<file path="src/rtl/laser500_pkg.sv">
// Shared types and default constants for the Laser 500 SDRAM arbitration logic.
package laser500_pkg;

  typedef enum logic [1:0] {
    PORT_NONE,
    PORT_DIO,
    PORT_VID,
    PORT_CPU
  } port_e;

  typedef enum logic {
    ARB_IDLE,
    ARB_ACCESS
  } arb_state_e;

  localparam int unsigned DEF_ADDR_W   = 23;
  localparam int unsigned DEF_SLOT_LEN = 4;
  localparam int unsigned DEF_RD_LAT   = 3;
  localparam int unsigned SLOT_CNT_W   = 4;

  // Bit positions of each requester inside the 3-bit request vectors.
  localparam int unsigned P_DIO = 0;
  localparam int unsigned P_VID = 1;
  localparam int unsigned P_CPU = 2;

  function automatic logic [2:0] port_onehot(port_e p);
    case (p)
      PORT_DIO: return 3'b001;
      PORT_VID: return 3'b010;
      PORT_CPU: return 3'b100;
      default:  return 3'b000;
    endcase
  endfunction

endpackage

</file>
<file path="src/rtl/sdram_arb_pick.sv">
// Combinational priority picker: dio > vid > cpu, with cpu promoted over vid when starved.
module sdram_arb_pick
  import laser500_pkg::*;
(
  input  logic [2:0] pend,
  input  logic       starve,
  output port_e      pick
);

  always_comb begin
    pick = PORT_NONE;
    if (pend[P_DIO])                 pick = PORT_DIO;
    else if (starve && pend[P_CPU])  pick = PORT_CPU;
    else if (pend[P_VID])            pick = PORT_VID;
    else if (pend[P_CPU])            pick = PORT_CPU;
  end

endmodule

</file>
<file path="src/rtl/sdram_arbiter.sv">
// Time-slot arbiter sharing one SDRAM controller port among data_io, video and the Z80.
// Define SDRAM_ARB_STARVE_GUARD_EN to force a cpu grant after two video grants while cpu waits.
module sdram_arbiter
  import laser500_pkg::*;
#(
  parameter int unsigned ADDR_W   = DEF_ADDR_W,
  parameter int unsigned SLOT_LEN = DEF_SLOT_LEN,
  parameter int unsigned RD_LAT   = DEF_RD_LAT
) (
  input  logic              F14M,
  input  logic              RESET,
  input  logic              dio_req,
  input  logic              dio_we,
  input  logic [ADDR_W-1:0] dio_addr,
  input  logic [7:0]        dio_din,
  output logic              dio_ack,
  output logic [7:0]        dio_dout,
  input  logic              vid_req,
  input  logic              vid_we,
  input  logic [ADDR_W-1:0] vid_addr,
  input  logic [7:0]        vid_din,
  output logic              vid_ack,
  output logic [7:0]        vid_dout,
  input  logic              cpu_req,
  input  logic              cpu_we,
  input  logic [ADDR_W-1:0] cpu_addr,
  input  logic [7:0]        cpu_din,
  output logic              cpu_ack,
  output logic [7:0]        cpu_dout,
  output logic [ADDR_W-1:0] sd_addr,
  output logic [7:0]        sd_din,
  output logic              sd_we,
  output logic              sd_oe,
  input  logic [7:0]        sd_dout
);

  arb_state_e            state, next_state;
  logic [SLOT_CNT_W-1:0] cnt;
  port_e                 winner, pick;
  logic [2:0]            pend, req_vec, busy_vec, eff_vec;
  logic                  slot_end, do_grant, starve;

  assign req_vec  = {cpu_req, vid_req, dio_req};
  assign slot_end = (state == ARB_ACCESS) && (cnt == SLOT_CNT_W'(SLOT_LEN - 1));
  // The owner's strobe in its own ack cycle is a fresh request, not a duplicate.
  assign busy_vec = (state == ARB_ACCESS && !slot_end) ? port_onehot(winner) : 3'b000;
  assign eff_vec  = pend | (req_vec & ~busy_vec);

  sdram_arb_pick u_pick (
    .pend   (eff_vec),
    .starve (starve),
    .pick   (pick)
  );

  // NOTE: state registers use non-blocking assignment so every flop samples pre-edge values.
  always_ff @(posedge F14M or posedge RESET) begin
    if (RESET) state <= ARB_IDLE;
    else       state <= next_state;
  end

  always_comb begin
    // NOTE: defaults first so no path leaves a signal unassigned and infers a latch.
    next_state = state;
    do_grant   = 1'b0;
    case (state)
      ARB_IDLE: begin
        if (|eff_vec) begin
          do_grant   = 1'b1;
          next_state = ARB_ACCESS;
        end
      end
      ARB_ACCESS: begin
        if (slot_end) begin
          if (|eff_vec) do_grant   = 1'b1;
          else          next_state = ARB_IDLE;
        end
      end
      default: next_state = ARB_IDLE;
    endcase
  end

  always_ff @(posedge F14M or posedge RESET) begin
    if (RESET) begin
      pend     <= '0;
      cnt      <= '0;
      winner   <= PORT_NONE;
      sd_addr  <= '0;
      sd_din   <= '0;
      sd_we    <= 1'b0;
      sd_oe    <= 1'b0;
      dio_dout <= '0;
      vid_dout <= '0;
      cpu_dout <= '0;
    end else begin
      pend <= eff_vec & ~(do_grant ? port_onehot(pick) : 3'b000);
      if (do_grant) begin
        cnt    <= '0;
        winner <= pick;
        case (pick)
          PORT_DIO: begin sd_addr <= dio_addr; sd_din <= dio_din; sd_we <= dio_we; sd_oe <= ~dio_we; end
          PORT_VID: begin sd_addr <= vid_addr; sd_din <= vid_din; sd_we <= vid_we; sd_oe <= ~vid_we; end
          PORT_CPU: begin sd_addr <= cpu_addr; sd_din <= cpu_din; sd_we <= cpu_we; sd_oe <= ~cpu_we; end
          default: ;
        endcase
      end else if (slot_end) begin
        cnt    <= '0;
        winner <= PORT_NONE;
        sd_we  <= 1'b0;
        sd_oe  <= 1'b0;
      end else if (state == ARB_ACCESS) begin
        cnt <= cnt + 1'b1;
      end

      if (state == ARB_ACCESS && sd_oe && cnt == SLOT_CNT_W'(RD_LAT)) begin
        case (winner)
          PORT_DIO: dio_dout <= sd_dout;
          PORT_VID: vid_dout <= sd_dout;
          PORT_CPU: cpu_dout <= sd_dout;
          default: ;
        endcase
      end
    end
  end

  assign dio_ack = slot_end && (winner == PORT_DIO);
  assign vid_ack = slot_end && (winner == PORT_VID);
  assign cpu_ack = slot_end && (winner == PORT_CPU);

`ifdef SDRAM_ARB_STARVE_GUARD_EN
  logic [1:0] vid_run;

  assign starve = (vid_run == 2'd2);

  always_ff @(posedge F14M or posedge RESET) begin
    if (RESET)                           vid_run <= '0;
    else if (!eff_vec[P_CPU])            vid_run <= '0;
    else if (do_grant) begin
      if (pick == PORT_CPU)              vid_run <= '0;
      else if (pick == PORT_VID && !starve) vid_run <= vid_run + 1'b1;
    end
  end
`else
  assign starve = 1'b0;
`endif

endmodule

</file>
<file path="config.mk">
export PLATFORM = sky130hd
export DESIGN_NAME = sdram_arbiter
export DESIGN_NICKNAME = d
export VERILOG_FILES = /design/src/rtl/laser500_pkg.sv /design/src/rtl/sdram_arb_pick.sv /design/src/rtl/sdram_arbiter.sv
export SDC_FILE = /design/constraint.sdc
export NUM_CORES = 1
export LEC_CHECK = 0
export CORE_UTILIZATION = 40
export DETAILED_ROUTE_END_ITERATION = 7
export GPL_TIMING_DRIVEN = 0
export PLACE_DENSITY = 0.78
export SLEW_MARGIN = 20
export SYNTH_ARGS = -nofsm -noshare
export SYNTH_HDL_FRONTEND = slang
export SYNTH_SLANG_ARGS = --single-unit
</file>
<file path="constraint.sdc">
create_clock -name F14M -period 3 [get_ports F14M]
set_clock_uncertainty 0.2 [all_clocks]
set_input_delay 0.75 -clock F14M [delete_from_list [all_inputs] [get_ports F14M]]
set_output_delay 0.75 -clock F14M [all_outputs]
set_load 0.01 [all_outputs]
</file>
# After elaboration in Yosys (flattened, before gate mapping)
# Index checks and enable logic that the tools add are counted.
[classes]
add_sub_neg = 1
eq_ne = 8
muxes = 24
n_bitwise = 9
n_reduce_logical = 17
[ops]
columns = ["operator", "n"]
rows = [
  ["one-hot mux 23 bit (3 select lines)", 1],
  ["one-hot mux 8 bit (3 select lines)", 1],
  ["one-hot mux 3 bit (3 select lines)", 2],
  ["2-to-1 mux 4 bit", 3],
  ["2-to-1 mux 2 bit", 5],
  ["AND reduction 2 bit", 5],
  ["== test 2 bit (second input constant)", 4],
  ["logical AND 1 bit", 7],
  ["AND 3 bit", 2],
  ["2-to-1 mux 1 bit", 6],
  ["2-to-1 mux 3 bit", 2],
  ["inverter 3 bit", 2],
  ["one-hot mux 1 bit (3 select lines)", 2],
  ["nonzero test 3 bit", 2],
  ["adder 4 x 1 -> 4 bit (second input constant)", 1],
  ["== test 2 x 1 -> 1 bit (second input constant)", 2],
  ["== test 4 x 2 -> 1 bit (second input constant)", 1],
  ["inequality test 4 x 1 -> 1 bit (second input constant)", 1],
  ["inverter 1 bit", 4],
  ["one-hot mux 1 bit (2 select lines)", 2],
  ["OR 3 bit", 1],
  ["OR reduction 3 bit", 1],
  ["nonzero test 2 bit", 1],
  ["logical NOT 1 bit", 1],
]
[word_totals]
ff_bits = 67
inputBits = 109
out_inout_bits = 60
elab_cells = 70

# Logic depth before layout (Yosys ltp)
# Gate-level depths: netlist of the first run.
[logic_depth]
ltp_word = 16
ltp_mapped = 7
depth_no_buf = 5

# Modules after synthesis
# Synthesis of the first run repeated with hierarchy kept, for this count alone.
[unflattened]
cells_unflattened = 304
area_unflattened_um2 = 3442.1
[by_module_without_submodules]
columns = ["module", "instances", "cells_each", "area_each_um2"]
rows = [
  ["sdram_arbiter", 1, 300, 3420.8],
  ["sdram_arb_pick", 1, 4, 21.3],
]

# Least setup slack after synthesis of the first run
# No wires, ideal clock.
[synth_path]
kind = "input-to-reg"
startpoint = "input port cpu_req"
endpoint = "register sd_addr[0]"
setup_time_ns = 0.126
t_arrival_ns = 2.094
required_ns = 2.674
setup_slack_ns = 0.580
path_stages = 5
path_cell_list = "or4_4 > or2_4 > o211a_4 > buf_6 > a221o_1"
[synth_via]
elab_chain_cells = 8
[synth_rtl]
columns = ["item", "line", "source"]
rows = [
  ["start: declaration", "sdram_arbiter.sv:24", "input logic cpu_req,"],
  ["AND 3 bit (*)", "sdram_arbiter.sv:47", "assign eff_vec = pend | (req_vec & ~busy_vec);"],
  ["OR 3 bit (*)", "sdram_arbiter.sv:47", ""],
  ["2-to-1 mux 2 bit", "sdram_arb_pick.sv:15", "else if (pend[P_CPU]) pick = PORT_CPU;"],
  ["2-to-1 mux 2 bit", "sdram_arb_pick.sv:14", "else if (pend[P_VID]) pick = PORT_VID;"],
  ["2-to-1 mux 2 bit", "sdram_arb_pick.sv:12", "if (pend[P_DIO]) pick = PORT_DIO;"],
  ["== test 2 bit or == test 2 x 1 -> 1 bit (tied branches)", "sdram_arbiter.sv:99", "case (pick)"],
  ["nonzero test 3 bit (no source line)", "--", ""],
  ["AND reduction 2 bit (no source line)", "--", ""],
  ["end signal: assignment", "sdram_arbiter.sv:100", "PORT_DIO: begin sd_addr <= dio_addr; sd_din <= dio_din; sd_we <= dio_we; sd_oe <= ~dio_we; end"],
  ["end signal: assignment", "sdram_arbiter.sv:101", "PORT_VID: begin sd_addr <= vid_addr; sd_din <= vid_din; sd_we <= vid_we; sd_oe <= ~vid_we; end"],
  ["end signal: assignment", "sdram_arbiter.sv:102", "PORT_CPU: begin sd_addr <= cpu_addr; sd_din <= cpu_din; sd_we <= cpu_we; sd_oe <= ~cpu_we; end"],
  ["end: declaration", "sdram_arbiter.sv:30", "output logic [ADDR_W-1:0] sd_addr,"],
]
# Mark *: on every way between the ends. The rest lies on a longest branch, timed or not.
# A chain may end at the register's enable or synchronous reset.

# Worst setup path in the final report of the first run
[layout_path]
startpoint = "input port cpu_req"
endpoint = "register sd_din[4]"
[layout_via]
elab_chain_cells = 8
[layout_rtl]
columns = ["item", "line", "source"]
rows = [
  ["AND 3 bit (*)", "sdram_arbiter.sv:47", ""],
  ["OR 3 bit (*)", "sdram_arbiter.sv:47", ""],
  ["2-to-1 mux 2 bit", "sdram_arb_pick.sv:15", ""],
  ["2-to-1 mux 2 bit", "sdram_arb_pick.sv:14", ""],
  ["2-to-1 mux 2 bit", "sdram_arb_pick.sv:12", ""],
  ["== test 2 bit or == test 2 x 1 -> 1 bit (tied branches)", "sdram_arbiter.sv:99", ""],
  ["nonzero test 3 bit (no source line)", "--", ""],
  ["AND reduction 2 bit (no source line)", "--", ""],
  ["end signal: assignment", "sdram_arbiter.sv:100", ""],
  ["end signal: assignment", "sdram_arbiter.sv:101", ""],
  ["end signal: assignment", "sdram_arbiter.sv:102", ""],
  ["end: declaration", "sdram_arbiter.sv:31", "output logic [7:0] sd_din,"],
]
# Marked as above.

==> impl_metrics.yaml, run 1 <==
run_status:
  status: "finished, final reports clean"
setup_path:
  cpPeakStageDelay_ns: 0.58
  worst-endpoint-required_ns: 3.02
  crit_slowest_cell: "or4_4"
  crit_path_start_kind: "input port"
  path_max_fanout: 10
  path_cells: "clkdlybuf4s50_1 -> or4_4 -> or2_4 -> o211a_4 -> buf_6 -> a221o_1"
  arrival_ns: 2.70
  end_kind: "register"
  critPathKind: "input port to register"
yosys:
  syn_avg_cell_area_sq_um: 10.38
  syn-instance-count: 312
  synth_cell_types: 38
  ys_warn_count: 0
  synth_seq_cells: 67
  synth.yosys.seq_area_share_pct: 51.78
  synth_nets: 422
  syn_area_sq_mm: 0.003238
timing:
  post-route-period-util_pct: 89.29
  slew_violations: 0
  hold_ws_ns: 0.3047
  finalSetupViolCount: 0
  timing.fmax_mhz: 373.3
  setup-tns-final_ns: 0
  fin_crit_ns: 2.679
  rsz0062_at_grt: "false"
  relSlewSlack_pct: 53.50
  worst_pin_slew_ns: 0.6937
  hold_viol: 0
global_routing:
  grt_max_degree: 45
  grt_pass1_wl_um: 16420
  grt_pass1_vias: 3333
  track_usage_pct: 24.91
  grt-ovfl-total: 0
  antenna_found_initial: 0
route:
  wl_per_cell_um: 17.29
  dr.pass1.iters: 5
  vias: 3308
  drtAntennaViolNets: 0
  drc: 0
  wl_um: 10370
  drtIter0Drc: 186
  via_per_inst: 5.513
placed_design:
  dpl_cell_area_sq_mm: 0.005070
  gp_congestion: 0.8677
  portBuffers: 168
  dp_hpwl_um: 7724
die:
  dieArea_sq_mm: 0.008459
  die_h_um: 91.98
  top_level_ports: 169
  core-area_sq_mm: 0.007767
  start_util_pct: 41.69
  die_x_um: 91.98
  rows: 32
final_layout:
  postLayoutCellArea_sq_mm: 0.005279
  drive_gt1_share_pct: 12.25
  final_nets: 605
  layout_common_cells: "clkdlybuf4s50_1 (165), dfrtp_1 (67), nand2_1 (41)"
  utilization_pct: 67.96
  synthToLayoutAreaGrowth_pct: 63.02
  diodes: 0
  layout_commonest_cell: "clkdlybuf4s50_1"
cts:
  clk_path_buf_depth: 2
  cts_tree: "built"
  clock-sinks: 67
  hold_buffers: 0
  numCtsBuffers: 9
  htreeDepth: 3
  cts.reportedPaths.clkPinSlew_ns: 0.07
  cts-root-buf: "clkbuf_8"
  clkLatencyLatePin_ns: 0.34
hold_path:
  hold_path_class: "register to register"
job:
  drv_cap: 0
pwr:
  p_leak_nw: 2.193
  peakVddDrop_v: 0.0002075
  power_mw: 2.736
  p_per_area_mw_per_mm2: 518.3
kinds of logic after synthesis:
family | Yosys count | synth area share, %
AO/OA/AOI/OAI | 85 | 18.86
adder cells (fa/ha/maj) | 1 | 0.3863
buffers and inverters | 27 | 4.018
flip-flops | 67 | 51.78
multiplexers | 25 | 8.655
AND/OR/NAND/NOR | 107 | 16.31
worst max-delay path: cells and delay by family:
| family | cells | cell delay [ns] |
|---|---|---|
| and+or+nand+nor | 2 | 0.85 |
| buffers and inverters | 2 | 0.61 |
| AOI/OAI and AO/OA | 2 | 0.46 |
worst paths after layout:
path	start	endpoint	cells past startpoint	slack, ns
setup reg to reg	cnt[1]	sd_addr[2]	7	0.58
hold reg to reg	cpu_dout[6]	cpu_dout[6]	1	0.30
min in group asynchronous	RESET	sd_addr[3]	2	0.52
hold / removal	cpu_dout[6]	cpu_dout[6]	1	0.30
max in group asynchronous	RESET	vid_dout[4]	3	1.55
setup / recovery	cpu_req	sd_din[4]	6	0.32
state kept, by name (all words and copies together), names as in the netlist:
| register | cells |
|---|---|
| sd_addr | 23 |
| cpu_dout | 8 |
| dio_dout | 8 |
| sd_din | 8 |
| vid_dout | 8 |
| cnt | 4 |
| pend | 3 |
| winner | 2 |
| sd_oe | 1 |
| sd_we | 1 |
| state | 1 |
power by group:
part | internal [mW] | switching, mW
combinational | 0.562 | 0.335
sequential | 1.08 | 0.0990
clock | 0.335 | 0.329
final cells by class:
type,count,area [sq um]
Buffer,23,115.1
Clock buffer,12,155.1
Clock inverter,2,12.51
Fill cell,620,2489
Inverter,4,17.52
Multi-Input combinational cell,218,1443
Sequential cell,67,1677
Tap cell,102,127.6
Timing Repair Buffer,172,1732
per-layer routing:
layer / vias up / routed length (um) / part of all wire, % / GRT usage, %
met3: 23 / 654 / 6.3 / 4.229
met4: 0 / 218 / 2.1 / 9.505
met2: 144 / 5223 / 50 / 43.35
met1: 1622 / 4276 / 41 / 30.81
li1: 1519 / - / - / -
met5: - / 0 / 0 / 0
cell usage after synthesis:
| master | n | area share (%) |
|---|---|---|
| nand4_1 | 1 | 0.19 |
| nor2_2 | 1 | 0.19 |
| o21bai_1 | 1 | 0.23 |
| nor3_2 | 1 | 0.31 |
| or3_1 | 2 | 0.39 |
| nor4_1 | 1 | 0.19 |
| nand3_1 | 33 | 5.1 |
| nor3b_2 | 1 | 0.39 |
| o31ai_1 | 1 | 0.23 |
| or2_2 | 3 | 0.58 |
| a221o_1 | 30 | 9.3 |
| nand2b_1 | 2 | 0.39 |
| ha_1 | 1 | 0.39 |
| a211oi_1 | 1 | 0.23 |
| buf_1 | 1 | 0.12 |
| buf_6 | 3 | 1.0 |
| nand3b_1 | 1 | 0.23 |
| inv_1 | 4 | 0.46 |
| o311a_1 | 1 | 0.31 |
| a221oi_1 | 1 | 0.27 |
| o211ai_1 | 1 | 0.23 |
| a311oi_1 | 1 | 0.27 |
| nor3_1 | 3 | 0.46 |
| mux2_2 | 24 | 8.3 |
| clkbuf_1 | 14 | 1.6 |
| or3b_1 | 1 | 0.27 |
| nor2_1 | 11 | 1.3 |
| o211a_4 | 1 | 0.54 |
| or2_4 | 1 | 0.27 |
| and2_1 | 2 | 0.39 |
| buf_2 | 5 | 0.77 |
| or4_4 | 1 | 0.35 |
| nor3b_4 | 1 | 0.58 |
| nand2_1 | 41 | 4.8 |
| mux2i_1 | 1 | 0.31 |
| o21ai_0 | 10 | 1.5 |
| dfrtp_1 | 67 | 52 |
| a21oi_1 | 37 | 5.7 |
metrics by stage:
| stage | cells | setup WS (ns) |
|---|---|---|
| final | 600 | 0.3213 |
| after detailed placement | 583 | -0.01780 |
| after floorplan | 312 | 0.3668 |
| after global routing | 600 | 0.2744 |
| after global placement | 582 | -0.7613 |
| after CTS | 599 | 0.02284 |
what timing repair did:
action                     in CTS  in global routing
gates resized for setup         2                  3
setup endpoints to repair       3                  3
buffers inserted                2                  1
gates cloned                    0                  0
pin swaps                       1                  0
Note: power is estimated with default switching activity, not from simulation.
==> run 2, diff against run 1 <==
Settings changed: SETUP_SLACK_MARGIN set to 0.5.
==> run 2 against run 1 <==
Register-to-register slack lost 0.02 ns. Sequential share of layout area shrank 0.66 points. Non-clock buffer count grew 7. Fmax grew 6.2%. Combinational power is essentially flat. Largest cell class unchanged. Largest power group unchanged. Highest routed layer unchanged. Clock-buffer cell count grew 3.
==> impl_metrics.yaml, run 2 (same netlist as run 1, synthesis figures left out) <==
hold_path:
  hold_start: "cpu_dout[6]"
  min_to: "cpu_dout[6]"
  hold_path_class: "register to register"
  min_path_cells: 1
cts:
  clkLatencyLatePin_ns: 0.34
  clk_path_buf_depth: 2
  cts_tree: "built"
  clock-sinks: 67
  hold_buffers: 0
  htreeDepth: 3
  numCtsBuffers: 9
  cts-root-buf: "clkbuf_8"
  cts.reportedPaths.clkPinSlew_ns: 0.07
route:
  dr.pass1.iters: 4
  via_per_inst: 5.397
  wl_per_cell_um: 16.55
  drc: 0
  drtAntennaViolNets: 0
  drtIter0Drc: 138
  wl_um: 10080
  vias: 3287
timing:
  slew_violations: 0
  finalSetupViolCount: 0
  hold_ws_ns: 0.3077
  relSlewSlack_pct: 53.47
  post-route-period-util_pct: 84.09
  setup-tns-final_ns: 0
  rsz0062_at_grt: "true"
  worst_pin_slew_ns: 0.6941
  timing.fmax_mhz: 396.4
  hold_viol: 0
  fin_crit_ns: 2.523
placed_design:
  gp_congestion: 0.8767
  portBuffers: 168
  dp_hpwl_um: 7444
  dpl.cell_count: 584
run_status:
  status: "finished, final reports clean"
global_routing:
  grt_max_degree: 33
  grt_pass1_vias: 3240
  grt_pass1_wl_um: 15830
  track_usage_pct: 24.21
  antenna_found_initial: 0
  grt-ovfl-total: 0
die:
  rows: 32
  start_util_pct: 41.69
  die_x_um: 91.98
  die_h_um: 91.98
  dieArea_sq_mm: 0.008459
  top_level_ports: 169
  core-area_sq_mm: 0.007767
setup_path:
  arrival_ns: 1.57
  reg2reg_slack_ns: 0.56
  timing.rr.start: "cnt[1]"
  r2r_end: "sd_din[6]"
  reg2reg_depth: 8
  crit_path_start_kind: "register"
  worst-endpoint-required_ns: 2.05
  path_max_fanout: 4
  critPathKind: "register to output port"
  end_kind: "output port"
final_layout:
  nFillCells: 587
  diodes: 0
  largest_reg_flops: 23
  layout_commonest_cell: "clkdlybuf4s50_1"
  synthToLayoutAreaGrowth_pct: 66.46
  multi_input_area_sq_mm: 0.001460
  seqCellArea_sq_mm: 0.001677
  final_nets: 612
  drive_gt1_share_pct: 15.19
  largest-register: "sd_addr"
  instances_no_fill: 609
  utilization_pct: 69.39
  layout_common_cells: "clkdlybuf4s50_1 (162), dfrtp_1 (67), nand2_1 (40)"
pwr:
  p_leak_nw: 2.205
  p_per_area_mw_per_mm2: 528.8
  peakVddDrop_v: 0.0002323
job:
  drv_cap: 0
-- run 2: cell types whose count changed in the layout (fill, tap and decap cells not counted), moves of 2 or more --
cell             change
buf_4                +6
dlymetal6s2s_1       -3
clkbuf_2             +2
nor2_1               -2
nor2_2               +2
dlygate4sd2_1        +3
clkdlybuf4s50_1      -3
-- run 2: report_power, final --
group / leakage (nW) / switching (mW) / total, mW / internal, mW
clock: 0.104 / 0.321 / 0.775 / 0.454
combinational: 1.29 / 0.333 / 0.897 / 0.565
sequential: 0.809 / 0.101 / 1.18 / 1.08
total: 2.20 / 0.755 / 2.85 / 2.10
-- run 2: worst max-delay path, stage by stage (launching register included) --
cell and delay (ns):
dfrtp_1 0.36, ha_2 0.18, nor3b_4 0.23, buf_6 0.14, nand3_4 0.08, nor2_1 0.09, buf_2 0.15
-- run 2: how the worst max path moves through the flow --
stage | depth (start not counted) | start | endpoint | slack, ns
2_1_floorplan | 5 | cpu_req | sd_addr[0] | 0.58
3_3_place_gp | 6 | cpu_req | sd_din[2] | -0.005
3_5_place_dp | 6 | cpu_req | sd_din[6] | -0.03
4_1_cts | 5 | cnt[0] | dio_ack | 0.48
5_1_grt | 6 | cnt[0] | vid_ack | 0.40
6_report | 6 | cnt[0] | vid_ack | 0.48
-- run 2: cell type report --
type / count / area share (%)
buffer: 23 / 2.228
clock buffer: 15 / 3.273
clock inverter: 1 / 0.5571
inverter: 4 / 0.3482
multi-input combinational: 218 / 27.09
sequential: 67 / 31.10
tap: 102 / 2.368
timing repair buffer: 179 / 33.03
-- run 2: routing by layer --
layer  global-route usage, %  wire length (um)
met3                   4.643               616
met4                   8.594               107
met1                   30.73              4238
met5                       0                 0
met2                   41.11              5117
-- run 2: metrics by stage --
step                power [mW]  area [sq um]  setup slack, ns
floorplan                1.524          3242           0.5798
global placement         2.059          5051        -0.004691
detailed placement       2.094          5091         -0.02547
CTS                      2.874          5368           0.4760
global route             2.980          5390           0.3953
finish                   2.850          5390           0.4773
-- run 2: what timing repair did --
item	in CTS	in global routing
endpoints found under the setup margin	35	18
pin swaps	3	2
endpoints found under the hold margin	0	0
buffers inserted	7	2
gates resized for setup	21	6
